==> config.mk <==
export PLATFORM = sky130hd
export DESIGN_NAME = sap_cpu_core_flat
export DESIGN_NICKNAME = d
export VERILOG_FILES = /design/src/rtl/sap_cpu_core_if.sv /design/src/rtl/sap_cpu_core.sv /design/src/flat_wrapper.sv
export SDC_FILE = /design/constraint.sdc
export NUM_CORES = 1
export LEC_CHECK = 0
export ABC_AREA = 1
export CAP_MARGIN = 20
export CELL_PAD_IN_SITES_DETAIL_PLACEMENT = 0
export CELL_PAD_IN_SITES_GLOBAL_PLACEMENT = 1
export CORE_MARGIN = 2
export CORE_UTILIZATION = 25
export CTS_CLUSTER_DIAMETER = 120
export DETAILED_ROUTE_END_ITERATION = 8
export PLACE_DENSITY = 0.44
export SKIP_CTS_REPAIR_TIMING = 1
export SYNTH_ARGS = -nofsm -noshare
export SYNTH_HDL_FRONTEND = slang
export SYNTH_SLANG_ARGS = --single-unit
==> constraint.sdc <==
create_clock -name clk -period 2.9 [get_ports clk]
set_input_delay 0.58 -clock clk [delete_from_list [all_inputs] [get_ports clk]]
set_output_delay 0.58 -clock clk [all_outputs]
set_load 0.01 [all_outputs]
==> src/rtl/sap_cpu_core_if.sv <==
// Program-load and output-port bundle for sap_cpu_core.
// The master drives the prog_* write port. The slave (the core) drives the output register and its valid pulse.
interface sap_cpu_core_if #(
  parameter int DATA_W = 8,
  parameter int ADDR_W = 4
);
  logic              prog_en;
  logic              prog_we;
  logic [ADDR_W-1:0] prog_addr;
  logic [DATA_W-1:0] prog_data;
  logic [DATA_W-1:0] out_data;
  logic              out_valid;

  modport master (
    output prog_en, prog_we, prog_addr, prog_data,
    input  out_data, out_valid
  );

  modport slave (
    input  prog_en, prog_we, prog_addr, prog_data,
    output out_data, out_valid
  );
endinterface

==> src/rtl/sap_cpu_core.sv <==
// SAP-style accumulator CPU core with a muxed internal bus and internal DFF program memory.
// The program is loaded through the prog_* port while prog_en is high.
// Execution starts at address 0 once prog_en falls.
module sap_cpu_core #(
  parameter int DATA_W = 8,
  parameter int ADDR_W = 4
) (
  input  logic              clk,
  input  logic              rst_n,
  sap_cpu_core_if.slave     bus,
  output logic              halted,
  output logic              cf,
  output logic              zf,
  output logic [ADDR_W-1:0] pc
);

  if (DATA_W < 4 + ADDR_W) begin : g_width_check
    $error("sap_cpu_core: DATA_W must be >= 4+ADDR_W");
  end

  typedef enum logic [2:0] {
    ST_F0, ST_F1, ST_E0, ST_E1, ST_E2, ST_HALT
  } state_e;

  typedef enum logic [3:0] {
    OP_NOP = 4'h0, OP_LDA = 4'h1, OP_ADD = 4'h2, OP_SUB = 4'h3,
    OP_STA = 4'h4, OP_LDI = 4'h5, OP_JMP = 4'h6, OP_JC  = 4'h7,
    OP_JZ  = 4'h8, OP_OUT = 4'hE, OP_HLT = 4'hF
  } opcode_e;

  state_e            state;
  logic [ADDR_W-1:0] mar;
  logic [DATA_W-1:0] ir;
  logic [DATA_W-1:0] a;
  logic [DATA_W-1:0] b;
  logic [DATA_W-1:0] out_q;
  logic              out_valid_q;

  logic [DATA_W-1:0] mem [0:(2**ADDR_W)-1];
  logic [DATA_W-1:0] mem_rd;
  opcode_e           opcode;
  logic [ADDR_W-1:0] operand;
  logic [DATA_W:0]   alu;

  assign mem_rd        = mem[mar];
  assign opcode        = opcode_e'(ir[DATA_W-1 -: 4]);
  assign operand       = ir[ADDR_W-1:0];
  assign bus.out_data  = out_q;
  assign bus.out_valid = out_valid_q;

  // Adder/subtractor with carry out; SUB carry = 1 means no borrow
  always_comb begin
    alu = '0;
    if (opcode == OP_SUB)
      alu = {1'b0, a} + {1'b0, ~b} + {{DATA_W{1'b0}}, 1'b1};
    else
      alu = {1'b0, a} + {1'b0, b};
  end

  // Program memory: loader writes in program mode, STA writes in E1 otherwise; never reset
  always_ff @(posedge clk) begin
    if (bus.prog_en) begin
      if (bus.prog_we)
        mem[bus.prog_addr] <= bus.prog_data;
    end else if (state == ST_E1 && opcode == OP_STA) begin
      mem[mar] <= a;
    end
  end

  // Control FSM and datapath registers; prog_en overrides every state, including HALT
  always_ff @(posedge clk or negedge rst_n) begin
    if (!rst_n) begin
      state       <= ST_F0;
      pc          <= '0;
      mar         <= '0;
      ir          <= '0;
      a           <= '0;
      b           <= '0;
      out_q       <= '0;
      out_valid_q <= 1'b0;
      halted      <= 1'b0;
      cf          <= 1'b0;
      zf          <= 1'b0;
    end else begin
      out_valid_q <= 1'b0;
      if (bus.prog_en) begin
        state  <= ST_F0;
        pc     <= '0;
        halted <= 1'b0;
      end else begin
        case (state)
          ST_F0: begin
            mar   <= pc;
            state <= ST_F1;
          end
          ST_F1: begin
            ir    <= mem_rd;
            pc    <= pc + 1'b1;
            state <= ST_E0;
          end
          ST_E0: begin
            state <= ST_F0;
            case (opcode)
              OP_LDA, OP_ADD, OP_SUB, OP_STA: begin
                mar   <= operand;
                state <= ST_E1;
              end
              OP_LDI: a <= {{(DATA_W-ADDR_W){1'b0}}, operand};
              OP_JMP: pc <= operand;
              OP_JC:  if (cf) pc <= operand;
              OP_JZ:  if (zf) pc <= operand;
              OP_OUT: begin
                out_q       <= a;
                out_valid_q <= 1'b1;
              end
              OP_HLT: begin
                state  <= ST_HALT;
                halted <= 1'b1;
              end
              default: ;
            endcase
          end
          ST_E1: begin
            state <= ST_F0;
            case (opcode)
              OP_LDA: a <= mem_rd;
              OP_ADD, OP_SUB: begin
                b     <= mem_rd;
                state <= ST_E2;
              end
              default: ;
            endcase
          end
          ST_E2: begin
            a     <= alu[DATA_W-1:0];
            cf    <= alu[DATA_W];
            zf    <= (alu[DATA_W-1:0] == '0);
            state <= ST_F0;
          end
          ST_HALT: state <= ST_HALT;
          default: state <= ST_F0;
        endcase
      end
    end
  end

endmodule

==> src/flat_wrapper.sv <==
// flat-port wrapper written by rule: the top's interface ports become plain ports
module sap_cpu_core_flat 
#(
  parameter int DATA_W = 8,
  parameter int ADDR_W = 4
)
  (clk, rst_n, halted, cf, zf, pc, bus_prog_en, bus_prog_we, bus_prog_addr, bus_prog_data, bus_out_data, bus_out_valid);
  sap_cpu_core_if #(.DATA_W(DATA_W), .ADDR_W(ADDR_W)) bus_i ();
  input  logic clk;
  input  logic rst_n;
  output logic halted;
  output logic cf;
  output logic zf;
  output logic [ADDR_W-1:0] pc;
  input wire logic [$bits(bus_i.prog_en)-1:0] bus_prog_en;
  input wire logic [$bits(bus_i.prog_we)-1:0] bus_prog_we;
  input wire logic [$bits(bus_i.prog_addr)-1:0] bus_prog_addr;
  input wire logic [$bits(bus_i.prog_data)-1:0] bus_prog_data;
  output wire logic [$bits(bus_i.out_data)-1:0] bus_out_data;
  output wire logic [$bits(bus_i.out_valid)-1:0] bus_out_valid;
  assign bus_i.prog_en = bus_prog_en;
  assign bus_i.prog_we = bus_prog_we;
  assign bus_i.prog_addr = bus_prog_addr;
  assign bus_i.prog_data = bus_prog_data;
  assign bus_out_data = bus_i.out_data;
  assign bus_out_valid = bus_i.out_valid;
  sap_cpu_core #(.DATA_W(DATA_W), .ADDR_W(ADDR_W)) u_core (.clk(clk), .rst_n(rst_n), .bus(bus_i), .halted(halted), .cf(cf), .zf(zf), .pc(pc));
endmodule
==> results of run 1 <==
cell usage in the layout (no fill, tap or decap), types with 3 or more instances in the layout:
master / instances
nand2_2: 5
nand3_1: 54
edfxtp_1: 128
o211ai_1: 25
o21ai_2: 3
nand2_1: 183
dfrtp_1: 46
inv_1: 72
clkdlybuf4s50_1: 30
o21ai_0: 85
nand3_2: 4
nor2_1: 123
o21ai_1: 15
inv_2: 11
o22ai_1: 3
nor2_4: 4
buf_4: 34
a21oi_1: 31
bufinv_16: 3
ha_1: 18
clkinv_1: 6
clkbuf_16: 17
cells by family after synthesis:
logic type      after synthesis  synth area share (%)
simple gates                384                  19.5
flops                       175                  59.7
mux                           2                 0.238
buf+inv                     118                  5.96
fa+ha+maj                    20                  3.16
xor+xnor                      2                 0.208
compound gates              168                  11.2
flip-flops by register name, summed over array words and instances, names as in the netlist:
register              flops
u_core.a                  8
u_core.b                  8
u_core.bus.out_data       8
u_core.bus.out_valid      1
u_core.cf                 1
u_core.halted             1
u_core.ir                 8
u_core.mar                4
u_core.mem              128
u_core.pc                 4
u_core.state              3
u_core.zf                 1
metrics by stage:
step | util (%) | setup WS [ns]
final | 30.0 | 0.623
after global routing | 30.0 | 0.431
after CTS | 29.9 | 0.609
after detailed placement | 28.2 | 0.343
after global placement | 28.2 | 0.333
after floorplan | - | 0.546
how the worst min path moves through the flow:
stage,from,endpoint,slack [ns],cells past startpoint
floorplan,rst_n,u_core.a[0],0.28,0
global placement,rst_n,u_core.halted,0.44,1
detailed placement,rst_n,u_core.cf,0.44,1
CTS,rst_n,u_core.b[7],-0.04,1
global route,u_core.bus.out_data[0],u_core.bus.out_data[0],0.52,2
finish,u_core.bus.out_data[0],u_core.bus.out_data[0],0.50,2
area by class of cell:
type                            instances  area [µm²]
Fill cell                            3522       23300
Sequential cell                       175        5020
Tap cell                              448         561
Inverter                               85         319
Clock inverter                         12         143
Timing Repair Buffer                   68         611
Clock buffer                           19         433
Multi-Input combinational cell        576        2880
per-layer routing:
metal  share of wire, %  vias up  GRT usage, %
met2                 50       79          26.1
li1                   -     3033             -
met4                1.5        0          4.49
met1                 46     2944          19.5
met5                  0        -             0
met3                2.5       18          2.36
synthesized netlist by cell type, types with 7 or more instances:
cell	n	area [µm²]
clkbuf_1	13	48.8
nor2_1	123	462
o211ai_1	25	188
o21ai_1	7	35.0
inv_2	11	41.3
a21oi_1	31	155
edfxtp_1	128	3840
dfrtp_1	47	1180
inv_1	72	270
buf_2	10	50.1
nand3_1	54	270
o21ai_0	93	465
nand2_1	183	687
ha_1	18	225
critical path, delay by kind of cell (launching register included):
kind            cells  cell delay, ns
buf+inv             2            0.28
compound gates      1            0.11
simple gates        7            1.13
flops               1            0.44
power breakdown:
part / switching, mW / total [mW] / leakage (nW) / internal, mW
Sequential: 0.285 / 3.24 / 1.73 / 2.96
Clock: 0.963 / 2.31 / 0.274 / 1.34
Combinational: 2.65 / 3.91 / 1.95 / 1.26
==> flow_metrics.env, run 1 <==
export IMPL_cts_sinks=175
export IMPL_dp_hpwl_um=18300
export IMPL_diodes=0
export IMPL_syn_num_nets=905
export IMPL_die_x_um=187
export IMPL_maxSlewHeadroom_pct=39.2
export IMPL_drv_slew=0
export IMPL_wl_um=25900
export IMPL_fin_setup_tns_ns=0
export IMPL_power_density_nw_per_um2=949
export IMPL_fin_hold_ws_ns=0.504
export IMPL_clockBufferDepth=2
export IMPL_grt_overflow=0
export IMPL_status="complete, no violations"
export IMPL_r2r_start="u_core.ir[7]"
export IMPL_grt_usage_pct=15.1
export IMPL_power_total_mw=9.46
export IMPL_cts_max_level=4
export IMPL_cts_tree="yes"
export IMPL_crit_start="u_core.ir[7]"
export IMPL_wl_per_cell_um=18.7
export IMPL_via_count=6074
export IMPL_start_kind="flop"
export IMPL_crit_fanout=25
export IMPL_dr_first_iter_drc_count=389
export IMPL_max_cap_violations=0
export IMPL_dieArea_um2=35100
export IMPL_stdcell_count=1383
export IMPL_nets=959
export IMPL_finClkSkew_ns=0.00926
export IMPL_min_path_type="reg -> reg"
export IMPL_cp_data_required_time_ns=3.04
export IMPL_drtAntennaViolNets=0
export IMPL_coreArea_um2=33300
export IMPL_numCtsBuffers=17
export IMPL_r2r_cells=10
export IMPL_synth_edff_count=128
export IMPL_row_count=67
export IMPL_seq_area_frac_synth_pct=59.7
export IMPL_syn_inst=869
export IMPL_place_area_um2=9380
export IMPL_async_flop_share_pct=26.9
export IMPL_ir_drop_v=0.000494
export IMPL_r2r_end="u_core.mem[11][6]"
export IMPL_ios=32
export IMPL_drc=0
export IMPL_post_route_period_util_pct=78.5
export IMPL_finalHoldViolations=0
export IMPL_drive_gt1_share_pct=10.4
export IMPL_io_buffers=31
export IMPL_max_freq_ghz=0.439
export IMPL_post_route_cell_area_um2=9970
export IMPL_critPathKind="reg -> reg"
export IMPL_synth_seq_cells=175
export IMPL_place_inst=1351
export IMPL_p_leak_nw=3.96
export IMPL_start_util_pct=25.2
export IMPL_path_cells="inv_2 > nand2_2 > nor2_4 > nand3_4 > nand2_1 > o21ai_2 > nor2_1 > nand2_1 > nor2_1 > buf_4"
export IMPL_area_growth_synth_to_final_pct=18.6
export IMPL_grt_pass1_vias=6223
export IMPL_endpoint="u_core.mem[11][6]"
export IMPL_slowest_delay_ns=0.44
export IMPL_cp_end_kind="flop"
export IMPL_rsz0062_at_grt="false"
export IMPL_avgSynthCellArea_um2=9.67
export IMPL_grt_first_pass_wirelength_um=39200
export IMPL_gp_congestion=0.728
export IMPL_synth_area_um2=8400
export IMPL_ys_types=41
export IMPL_cts_clk_slew_worst_paths_ns=0.07
export IMPL_insertion_delay_ns=0.43
export IMPL_setup_violations=0
export IMPL_grt_max_degree=77
export IMPL_tightestPinTransition_ns=0.909
export IMPL_arrival_ns=2.42
export IMPL_drt_pre_antenna_iters=7
export IMPL_fp_dieH_um=187
export IMPL_viasPerCell=4.39
export IMPL_antenna_found_initial=0
export IMPL_ys_flop_type="edfxtp_1"
export IMPL_cts_root_buffer="clkbuf_16"
export IMPL_yosysWarnings=0
export IMPL_finalCriticalPeriod_ns=2.28
export IMPL_r2r_setup_slack_ns=0.62
export IMPL_cp_slowest_cell="dfrtp_1"
(Power assumes the default switching activity.)
==> run 2: changes to the inputs <==
PLACE_DENSITY = 0.46   (was 0.44)
clock period = 1.9 ns   (was 2.9 ns; I/O delays follow)
==> flow_metrics.env, run 2 (synthesized netlist as in run 1, its figures left out) <==
export IMPL_fp_dieH_um=187
export IMPL_grt_usage_pct=14.8
export IMPL_viasPerCell=4.39
export IMPL_tightestPinTransition_ns=0.400
export IMPL_start_util_pct=25.2
export IMPL_gp_congestion=0.773
export IMPL_drc=0
export IMPL_final_cell_mix="148 x nand2_1, 128 x edfxtp_1, 104 x nor2_1"
export IMPL_cts_root_buffer="clkbuf_16"
export IMPL_grt_max_degree=40
export IMPL_cp_data_required_time_ns=2.09
export IMPL_grt_overflow=0
export IMPL_place_inst=1405
export IMPL_dp_hpwl_um=18000
export IMPL_cts_sinks=175
export IMPL_numCtsBuffers=17
export IMPL_nets=1038
export IMPL_status="complete, but fails checks"
export IMPL_maxSlewHeadroom_pct=73.2
export IMPL_area_growth_synth_to_final_pct=36.2
export IMPL_stdcell_count=1462
export IMPL_antenna_found_initial=0
export IMPL_cts_tree="yes"
export IMPL_final_common_cell="nand2_1"
export IMPL_endpoint="u_core.mem[10][1]"
export IMPL_coreArea_um2=33300
export IMPL_cts_clk_slew_worst_paths_ns=0.07
export IMPL_wl_per_cell_um=17.9
export IMPL_fin_setup_tns_ns=-19.18
export IMPL_violations="setup timing"
export IMPL_r2r_end="u_core.mem[10][1]"
export IMPL_row_count=67
export IMPL_ir_drop_v=0.000790
export IMPL_grt_pass1_vias=6457
export IMPL_drv_slew=0
export IMPL_setup_violations=252
export IMPL_r2r_cells=10
export IMPL_power_total_mw=16.3
export IMPL_cp_end_kind="flop"
export IMPL_arrival_ns=2.27
export IMPL_insertion_delay_ns=0.44
export IMPL_largest_register="u_core.mem"
export IMPL_io_buffers=31
export IMPL_crit_fanout=8
export IMPL_diodes=0
export IMPL_post_route_period_util_pct=109
export IMPL_crit_start="u_core.ir[5]"
export IMPL_p_leak_nw=4.52
export IMPL_drive_gt1_share_pct=27.9
export IMPL_path_cells="inv_2 > nand2_4 > nor2_4 > buf_12 > nand3_4 > o21ai_4 > inv_1 > nand3_1 > nor2_2 > buf_4"
export IMPL_finalCriticalPeriod_ns=2.08
export IMPL_ios=32
export IMPL_finClkSkew_ns=0.0139
export IMPL_via_count=6425
export IMPL_die_x_um=187
export IMPL_largest_register_ffs=128
export IMPL_critPathKind="reg -> reg"
export IMPL_filler_cell_count=3449
export IMPL_cts_max_level=4
export IMPL_drt_pre_antenna_iters=6
export IMPL_dr_first_iter_drc_count=265
export IMPL_dieArea_um2=35100
export IMPL_cp_slowest_cell="dfrtp_1"
export IMPL_r2r_start="u_core.ir[5]"
export IMPL_fin_hold_ws_ns=0.390
export IMPL_finalHoldViolations=0
export IMPL_rsz0062_at_grt="true"
export IMPL_grt_first_pass_wirelength_um=38900
export IMPL_wl_um=26200
export IMPL_place_ws_ns=-0.445
export IMPL_power_density_nw_per_um2=1430
export IMPL_postLayoutSetupSlackWorst_ns=-0.177
export IMPL_max_cap_violations=0
export IMPL_start_kind="flop"
export IMPL_clockBufferDepth=2
export IMPL_max_freq_ghz=0.481
export IMPL_drtAntennaViolNets=0
export IMPL_slowest_delay_ns=0.39
export IMPL_min_path_type="in -> async"
export IMPL_r2r_setup_slack_ns=-0.18
## run 2: cell count changes in the layout (fill, tap and decap cells not counted), sizes merged
| cell | previous run | this run |
|---|---|---|
| buf | 37 | 113 |
| inv | 85 | 91 |
| clkbuf | 19 | 20 |
| clkinvlp | 2 | 0 |
| bufinv | 3 | 0 |
| nand3 | 59 | 60 |
## run 2: layout make-up
| class | instances | area (µm²) | area share (%) |
|---|---|---|---|
| sequential | 175 | 5020 | 43.9 |
| multi-input combinational | 577 | 3360 | 29.4 |
| timing repair buffer | 146 | 1600 | 14.0 |
| tap | 448 | 561 | 4.90 |
| clock buffer | 18 | 429 | 3.75 |
| inverter | 85 | 329 | 2.88 |
| clock inverter | 13 | 139 | 1.21 |
## run 2: per-layer routing
metal  track usage, %  routed length [µm]  vias up
met5                0                   0        -
met4             3.42                 274        0
met3             2.33                 579       14
met2             25.6               13100       57
met1             19.4               12300     3150
li1                 -                   -     3204
## run 2: power breakdown
part / leakage (nW) / internal [mW] / total [mW] / switching [mW]
logic: 2.51 / 3.31 / 8.00 / 4.69
clock network: 0.280 / 1.75 / 3.42 / 1.67
registers: 1.73 / 4.52 / 4.91 / 0.389
## run 2: how the worst min path moves through the flow
| stage | depth (start not counted) | slack (ns) | endpoint |
|---|---|---|---|
| after floorplan | 0 | 0.08 | u_core.a[0] |
| after global placement | 1 | 0.31 | u_core.halted |
| after detailed placement | 1 | 0.31 | u_core.halted |
| after CTS | 1 | -0.16 | u_core.halted |
| after global routing | 2 | 0.43 | u_core.halted |
| final | 2 | 0.39 | u_core.halted |
## run 2: critical path: cells and delay by family (launching register included)
family / cells / cell delay [ns]
compound gates: 1 / 0.35
buf+inv: 4 / 0.49
simple gates: 5 / 0.61
flops: 1 / 0.39
## run 2: per-stage QoR
stage	utilization, %	area, µm²
after global placement	30.5	10100
after detailed placement	30.5	10100
after floorplan	-	8480
final	34.4	11400
after global routing	34.4	11400
after CTS	32.2	10700
==> run 3: changes to the inputs <==
CORE_UTILIZATION = 30   (was 25)
PLACE_DENSITY = 0.53   (was 0.46)
==> flow_metrics.env, run 3 (synthesized netlist as in run 1, its figures left out) <==
export IMPL_nets=1020
export IMPL_arrival_ns=2.17
export IMPL_ios=32
export IMPL_viasPerCell=4.60
export IMPL_tightestPinTransition_ns=0.424
export IMPL_dr_first_iter_drc_count=323
export IMPL_grt_first_pass_wirelength_um=36400
export IMPL_r2r_end="u_core.mem[1][3]"
export IMPL_grtUsageMet1_pct=22.8
export IMPL_crit_fanout=8
export IMPL_max_cap_violations=0
export IMPL_r2r_setup_slack_ns=-0.15
export IMPL_row_count=61
export IMPL_wl_per_cell_um=17.6
export IMPL_violations="setup timing"
export IMPL_start_util_pct=30.3
export IMPL_dieArea_um2=29400
export IMPL_setup_violations=220
export IMPL_drive_gt1_share_pct=26.1
export IMPL_drc=0
export IMPL_grt_overflow=0
export IMPL_cts_tree="yes"
export IMPL_cts_max_level=4
export IMPL_gp_congestion=0.774
export IMPL_grt_pass1_vias=6188
export IMPL_use_met2_pct=27.5
export IMPL_grt_max_degree=35
export IMPL_cts_root_buffer="clkbuf_16"
export IMPL_cts_clk_slew_worst_paths_ns=0.07
export IMPL_rsz0062_at_grt="true"
export IMPL_r2r_start="u_core.ir[4]"
export IMPL_power_total_mw=16.0
export IMPL_finClkSkew_ns=0.0164
export IMPL_min_path_type="in -> async"
export IMPL_area_growth_synth_to_final_pct=32.4
export IMPL_finalHoldViolations=0
export IMPL_via_count=6326
export IMPL_insertion_delay_ns=0.44
export IMPL_max_freq_ghz=0.487
export IMPL_maxSlewHeadroom_pct=71.8
export IMPL_internal_power_mw=9.37
export IMPL_power_frac_seq_pct=30.7
export IMPL_drtAntennaViolNets=0
export IMPL_numCtsBuffers=17
export IMPL_cp_data_required_time_ns=2.01
export IMPL_post_route_period_util_pct=108
export IMPL_final_cell_mix="153 x nand2_1, 128 x edfxtp_1, 104 x nor2_1"
export IMPL_dp_hpwl_um=17000
export IMPL_drv_slew=0
export IMPL_grt_busiest_layer="met2"
export IMPL_p_comb_share_pct=47.7
export IMPL_diodes=0
export IMPL_antenna_found_initial=0
export IMPL_start_kind="flop"
export IMPL_critPathKind="reg -> reg"
export IMPL_grt_usage_pct=16.7
export IMPL_largest_register_ffs=128
export IMPL_power_switching_mw=6.67
export IMPL_ir_drop_v=0.000620
export IMPL_io_buffers=31
export IMPL_fin_hold_ws_ns=0.408
export IMPL_r2r_cells=8
export IMPL_power_density_nw_per_um2=1440
export IMPL_swShare_pct=41.6
export IMPL_clockBufferDepth=2
export IMPL_die_x_um=171
export IMPL_pwr_share_clk_pct=21.6
export IMPL_cp_end_kind="flop"
export IMPL_largest_register="u_core.mem"
export IMPL_wl_um=24200
export IMPL_drt_pre_antenna_iters=4
export IMPL_cts_sinks=175
export IMPL_finalCriticalPeriod_ns=2.05
export IMPL_coreArea_um2=27700
export IMPL_final_common_cell="nand2_1"
export IMPL_p_leak_nw=4.40
export IMPL_met3_usage_pct=2.78
export IMPL_fp_dieH_um=171
export IMPL_status="complete, but fails checks"
export IMPL_final_core_util_pct=40.2
export IMPL_postLayoutSetupSlackWorst_ns=-0.154
[run 3: cell type report]
cell class	instances	area [µm²]
Tap cell	378	473
Fill cell	2736	16600
Timing Repair Buffer	128	1380
Inverter	85	322
Multi-Input combinational cell	577	3330
Sequential cell	175	5020
Clock inverter	14	168
Clock buffer	17	425
[run 3: worst max-delay path by stage]
stage            startpoint                to  slack [ns]  depth (start not counted)
3_5_place_dp    bus_prog_en  u_core.mem[1][1]       -0.40                          6
2_1_floorplan  u_core.ir[5]  u_core.mem[0][2]       -0.27                          7
6_report       u_core.ir[4]  u_core.mem[1][3]       -0.15                          8
4_1_cts         u_core.a[0]         u_core.cf       -0.19                         12
3_3_place_gp    bus_prog_en  u_core.mem[1][2]       -0.40                          6
5_1_grt        u_core.ir[4]  u_core.mem[1][3]       -0.24                          8
[run 3: critical path, stage by stage, from the launching register on]
cell and delay [ns]:
dfrtp_1 0.40, inv_2 0.07, nand2_2 0.07, nor2_4 0.18
buf_12 0.13, nand3_4 0.12, o21ai_4 0.29, nand3_2 0.19
nor2_4 0.28
[run 3: routing by layer]
| layer | routed length, µm | up-vias |
|---|---|---|
| li1 | - | 3164 |
| met1 | 11800 | 3066 |
| met2 | 11500 | 76 |
| met3 | 531 | 20 |
| met4 | 407 | 0 |
| met5 | 0 | - |
[run 3: power by group through the flow]
stage / combinational, mW / clock, mW / sequential (mW)
CTS: 6.75 / 3.54 / 4.88
detailed placement: 6.73 / 0 / 4.96
global placement: 6.79 / 0 / 4.96
finish: 7.65 / 3.47 / 4.92
floorplan: 4.00 / 0 / 4.89
global route: 8.53 / 3.70 / 4.98
[run 3: through the flow]
stage / instances / TNS, ns / instance area (µm²) / setup slack (ns)
after floorplan: 869 / -35.85 / 8480 / -0.268
after global placement: 1327 / -63.69 / 9940 / -0.401
after detailed placement: 1327 / -58.34 / 9940 / -0.399
after CTS: 1358 / -10.20 / 10500 / -0.190
after global routing: 1374 / -31.81 / 11100 / -0.238
final: 1374 / -14.59 / 11100 / -0.154
